## config.mk

```make
export PLATFORM = sky130hd
export DESIGN_NAME = pg_carry_resolver
export DESIGN_NICKNAME = d
export VERILOG_FILES = /design/src/rtl/pg_carry_resolver.sv
export SDC_FILE = /design/constraint.sdc
export NUM_CORES = 1
export LEC_CHECK = 0
export CAP_MARGIN = 10
export CORE_AREA = 5 5 42 44
export DETAILED_ROUTE_END_ITERATION = 10
export DIE_AREA = 0 0 47 49
export GPL_TIMING_DRIVEN = 0
export PLACE_DENSITY = 0.75
export SYNTH_ARGS = -nofsm -noshare
export SYNTH_HDL_FRONTEND = slang
export SYNTH_SLANG_ARGS = --single-unit
```

## constraint.sdc

```tcl
create_clock -name clk -period 4.7 [get_ports clk]
set_clock_uncertainty 0.05 [all_clocks]
set_input_delay 0.47 -clock clk [delete_from_list [all_inputs] [get_ports clk]]
set_output_delay 0.47 -clock clk [all_outputs]
set_load 0.1 [all_outputs]
```

## src/rtl/pg_carry_resolver.sv

```systemverilog
// Streaming 4-bit lookahead carry resolver over per-nibble p/g beats.
// Optional signed-overflow output enabled by defining CARRY_OVF_EN.
module pg_carry_resolver #(
    parameter int NIBBLES = 4
) (
    input  logic       clk,
    input  logic       rst,
    input  logic       in_valid,
    output logic       in_ready,
    input  logic [3:0] p,
    input  logic [3:0] g,
    input  logic       cin,
    output logic       out_valid,
    input  logic       out_ready,
    output logic [3:0] s,
    output logic       out_last,
    output logic       cout
`ifdef CARRY_OVF_EN
    ,
    output logic       ovf
`endif
);

    localparam int CW = (NIBBLES > 1) ? $clog2(NIBBLES) : 1;
    localparam logic [CW-1:0] LAST_CNT = CW'(NIBBLES - 1);

    logic [CW-1:0] cnt;
    logic          carry_q;
    logic          accept;
    logic          last;
    logic          c0, c1, c2, c3, c4;
    logic [3:0]    sum;

    assign in_ready = !out_valid || out_ready;
    assign accept   = in_valid && in_ready;
    assign last     = (cnt == LAST_CNT);

    // First beat of an operand takes cin; later beats ripple the held carry.
    assign c0 = (cnt == '0) ? cin : carry_q;

    assign c1 = g[0] | (p[0] & c0);
    assign c2 = g[1] | (p[1] & g[0]) | (p[1] & p[0] & c0);
    assign c3 = g[2] | (p[2] & g[1]) | (p[2] & p[1] & g[0])
              | (p[2] & p[1] & p[0] & c0);
    assign c4 = g[3] | (p[3] & c3);

    assign sum = p ^ {c3, c2, c1, c0};

    always_ff @(posedge clk) begin
        if (rst) begin
            cnt     <= '0;
            carry_q <= 1'b0;
        end else if (accept) begin
            carry_q <= c4;
            cnt     <= last ? '0 : cnt + CW'(1);
        end
    end

    always_ff @(posedge clk) begin
        if (rst) begin
            out_valid <= 1'b0;
            s         <= 4'h0;
            out_last  <= 1'b0;
            cout      <= 1'b0;
        end else if (accept) begin
            out_valid <= 1'b1;
            s         <= sum;
            out_last  <= last;
            cout      <= last ? c4 : 1'b0;
        end else if (out_ready) begin
            out_valid <= 1'b0;
        end
    end

`ifdef CARRY_OVF_EN
    // Overflow is the carry into the sign bit differing from the carry out.
    always_ff @(posedge clk) begin
        if (rst) begin
            ovf <= 1'b0;
        end else if (accept) begin
            ovf <= last ? (c3 ^ c4) : 1'b0;
        end
    end
`endif

endmodule

```

Word-level counts from Yosys, hierarchy flattened. Index checks and enable logic that the tools add are counted. Widths: inputs -> output; s select.

Flip-flop bits (word level): 10. Input bits: 13. Word-level logic and storage cells: 36.

Add/sub/neg operators: 1. Equality and inequality tests: 1. Muxes and demuxes: 5. Bitwise operators: 18. Reductions and logical operators: 5.

Operator list (number): $and 1x1->1 (10); $or 1x1->1 (7); $mux 1 (4); $xor 4x4->4 (1); $add 2x1->2 const B (1); $eq 2x2->1 const B (1); $logic_not 2->1 (1); $mux 2 (1); $reduce_bool 2->1 (1); $logic_and 1x1->1 (1); $logic_not 1->1 (1); $logic_or 1x1->1 (1).

Logic depth before layout (Yosys ltp). Gate-level depths: netlist of the first run.

Depth after elaboration: 7. Gate-level depth with buffers: 8.

Worst setup path after synthesis of the first run. No wires, ideal clock.

Kind: reg2reg. Start: reg out_valid. End: reg s[2]. Setup time: 0.122 ns. Arrival time: 2.058 ns. Required time: 4.528 ns. Setup slack: 2.470 ns. Cell stages (with the launch flop): 7. Path buffers: 2. Clock period less this slack: 2.230 ns. Path through: dfxtp_1 -> nand2b_1 -> buf_2 -> nand2_1 -> buf_4 -> nor3_1 -> a221o_1.

Word-level cells in the longest chain between the ends: 3.

RTL lines: start, declared (RTL line 13) `output logic out_valid,`; start signal, assigned (RTL line 61) `out_valid <= 1'b0;`; start signal, assigned (RTL line 66) `out_valid <= 1'b1;`; start signal, assigned (RTL line 71) `out_valid <= 1'b0;`; $logic_not 1->1 (RTL line 34) `assign in_ready = !out_valid || out_ready;`; $logic_or 1x1->1 (RTL line 34); via in_ready (RTL line 9) `output logic in_ready,`; $logic_and 1x1->1 (RTL line 35) `assign accept = in_valid && in_ready;`; end signal, assigned (RTL line 67) `s <= sum;`; end, declared (RTL line 15) `output logic [3:0] s,`.

The timed path passes the listed nets, and every way through them passes these cells. A chain may end at the register's enable or synchronous reset.

Worst setup path after layout of the first run.
Start: in out_ready. End: out in_ready.

Word-level cells in the longest chain between the ends: 1.

RTL lines: start, declared (RTL line 14) `input logic out_ready,`; $logic_or 1x1->1 (RTL line 34); end, declared (RTL line 9).

Every way passes these cells.

==> results of run 1 <==
[layout make-up]
class | instances | area (sq um)
inverter | 3 | 11.3
fill | 147 | 663
clock buffer | 3 | 22.5
multi-input combinational | 40 | 270
buffer | 4 | 23.8
timing repair buffer | 19 | 190
sequential | 10 | 200
tap | 16 | 20.0
[power by group through the flow]
stage	clock, mW	combinational (mW)	sequential, mW
5_1_grt	0.0687	0.0780	0.0940
3_3_place_gp	0	0.0725	0.0951
3_5_place_dp	0	0.0737	0.0953
4_1_cts	0.0626	0.0739	0.0934
6_report	0.0584	0.0733	0.0935
2_1_floorplan	0	0.0255	0.120
[cell usage after synthesis (2+ instances only)]
library cell / count / area, sq um
dfxtp_1: 10 / 200
nor3_1: 3 / 15.0
ha_1: 4 / 50.1
inv_1: 3 / 11.3
nand2_1: 7 / 26.3
a21oi_1: 8 / 40.0
buf_4: 2 / 15.0
nand3_1: 4 / 20.0
nor2_1: 2 / 7.51
[metal layers]
metal | part of all wire | wire length (um) | up-vias
li1 | - | - | 245
met1 | 0.45 | 540 | 203
met2 | 0.44 | 526 | 23
met3 | 0.10 | 119 | 2
met4 | 0.0050 | 6 | 0
met5 | 0 | 0 | -
[metrics by stage]
step	std cells	worst slack [ns]	cell area, sq um
after global placement	92	1.84	716
after CTS	95	1.84	738
final	95	1.84	738
after detailed placement	92	1.84	716
after global routing	95	1.75	738
after floorplan	57	2.47	505
[flip-flops by register name, indices dropped and copies added (netlist names)]
register	flops
carry_q	1
out_valid	1
cnt	2
out_last	1
cout	1
s	4
[kinds of logic after synthesis]
kind of cell,Yosys count,synth area share
buffers and inverters,7,0.0693
DFF,10,0.396
xor gates and xnor gates,1,0.0173
AOI/OAI and AO/OA,13,0.166
and+or+nand+nor,20,0.203
adders and majority gates,4,0.0990
muxes,2,0.0495
[critical path, stage by stage]
cell and delay [ns]:
clkdlybuf4s50_1 0.44, nand2b_1 0.08, buf_2 0.19, clkdlybuf4s50_1 1.16
[worst paths after layout]
check                 startpoint                 to  slack (ns)  depth (start not counted)
max                    out_ready           in_ready        1.84                          4
min            cout$_SDFFE_PP0P_  cout$_SDFFE_PP0P_        0.41                          2
max reg2reg  cnt[0]$_SDFFE_PP0P_  cout$_SDFFE_PP0P_        2.58                          8
min reg2reg    cout$_SDFFE_PP0P_  cout$_SDFFE_PP0P_        0.41                          2
==> impl_results.md, run 1 <==
* # resized after CTS at 0
* CTS tree: yes
* # IOs at 21
* Cts hold-fix bufs at 0
* Fmax at between 300 and 400 MHz
* Peak supply drop at approximately 0.16 mV
* Max H-tree Level at 1
* Commonest non-fill, non-tap cell in the layout: clkdlybuf4s50_1
* Number of synthesis warnings at 0
* Net switching power figure at 78.1 uW
* Starting density of the core at 0.361
* # Max-Cap Violations at 0
* DR vias at about 470
* Outcome: finished clean
* Post-synthesis average cell area at 8.87 sq um
* LEAKAGE at 0.296 nW
* DRC Markers at 0
* Met1 GRT Util at 0.147
* Most frequent cells in the layout: clkdlybuf4s50_1, dfxtp_1, a21oi_1
* Setup CP Type: input port to primary output
* WP data arrival at between 2 and 2.5 ns
* Die Y at 49 um
* Via density per instance at between 4 and 5
* Met2 Use GR at 0.161
* GR peak layer: met2
* PwrDens at 305 mW/mm^2
* Ys async rst share at 0
* Tightest Pin Transition at 0.981 ns
* P&R area growth vs syn at 46.0%
* Sw Ratio at 0.347
* Post-layout util at 0.527
* Max clock buf depth at 2
* WHS at 0.406 ns
* Startpoint Class: input port
* Setup TNS at 0 ns
* Sink Count at 10
* Combinational power share at 0.326
* RSZ-0062 raised after global routing: false
* Clock network fraction of total power at 0.259
* Vias in the first global route at 434
* Largest net degree at the start of global routing at 11
* Register area share after synthesis at 0.396
* Final total power at 225 uW
* Core ar. at 0.00140 sq mm
* Seq pwr share at 0.415
* Met3 GRT Util at 0.0738
* Number of cell rows at 14
* DRT antenna net count at 0
* Postcts setup bufs at 0
* Grt ovf at 0
* Layout cells sized above 1 at 0.114
* Skew-Pair Late Insertion Delay at 0.27 ns
* Slew Viols, Final at 0
* Drt wl/cell at about 13 um
* Critical Path RT at 4.18 ns
* Primary FF master, synth: dfxtp_1
* EDFF count, synth at 0
* Synth cell types at 23
* Max_slew headroom at 0.344
* Initial antenna violation count at 0
* Min cycle time layout at approximately 2.9 ns
* Critical path peak fanout at 9
* Crit share post-route at 0.609
* Syn nets at between 70 and 80
* Number of I/O port buffers at 19
* Total track usage at 0.115
* Antenna diodes at 0
* HPWL Detailed at approximately 900 um
* Hold WC Path Type: flip-flop to flip-flop
* GP Congestion at 0.759
* Final nets at 98
* Yosys reg bits at 10
* Initial DRC Count at 7
* Hold Violations, Final at 0
* Synthesized area at 505 sq um
* First-pass GRT wire length at approximately 1900 um
* CTS clock-pin slew for the worst setup and hold paths at 0.06 ns
* DIE AREA at 0.00230 sq mm
* Syn Inst Count at 57
* Post-Route WL at 1190 um
* Die X at 47 um
* Total CTS buffers at 3
* Worst Setup End Kind: primary output
* Internal at 147 uW
* First-pass DRT Iterations at 4
* # setup viols final at 0
* Root cell of the clock tree: clkbuf_4
Note: power is estimated with default switching activity, not from simulation.
==> inputs of run 2 (changes only) <==
==> constraint.sdc (replaced) <==
create_clock -name clk -period 2.7 [get_ports clk]
set_clock_uncertainty 0.05 [all_clocks]
set_input_delay 0.27 -clock clk [delete_from_list [all_inputs] [get_ports clk]]
set_output_delay 0.27 -clock clk [all_outputs]
set_load 0.1 [all_outputs]
==> results of run 2 <==
Same layout as run 1 (identical final DEF). Status: finished clean.
Main changes from that run: setup slack after placement 1.84 ns -> 0.243 ns; setup slack after layout 1.84 ns -> 0.238 ns; hold slack 0.406 ns -> 0.249 ns; register-to-register setup slack 2.58 ns -> 0.58 ns; end point of the worst hold path cout$_SDFFE_PP0P_ -> out_valid$_SDFFE_PP0P_; total power 0.225 mW -> 0.392 mW; worst IR drop on VDD 0.156 mV -> 0.271 mV
==> inputs of run 3 (changes only) <==
--- a/config.mk
+++ b/config.mk
@@ -7,8 +7,10 @@
 export LEC_CHECK = 0
 export CAP_MARGIN = 10
 export CORE_AREA = 5 5 42 44
+export CTS_CLUSTER_SIZE = 14
 export DETAILED_ROUTE_END_ITERATION = 10
 export DIE_AREA = 0 0 47 49
+export GPL_ROUTABILITY_DRIVEN = 0
 export GPL_TIMING_DRIVEN = 0
 export PLACE_DENSITY = 0.75
 export SYNTH_ARGS = -nofsm -noshare
==> results of run 3 <==
Same layout as run 1 (identical final DEF). Status: finished clean.
Main changes from that run: setup slack after placement 1.84 ns -> 0.243 ns; setup slack after layout 1.84 ns -> 0.238 ns; hold slack 0.406 ns -> 0.249 ns; register-to-register setup slack 2.58 ns -> 0.58 ns; end point of the worst hold path cout$_SDFFE_PP0P_ -> out_valid$_SDFFE_PP0P_; total power 0.225 mW -> 0.392 mW; worst IR drop on VDD 0.156 mV -> 0.271 mV
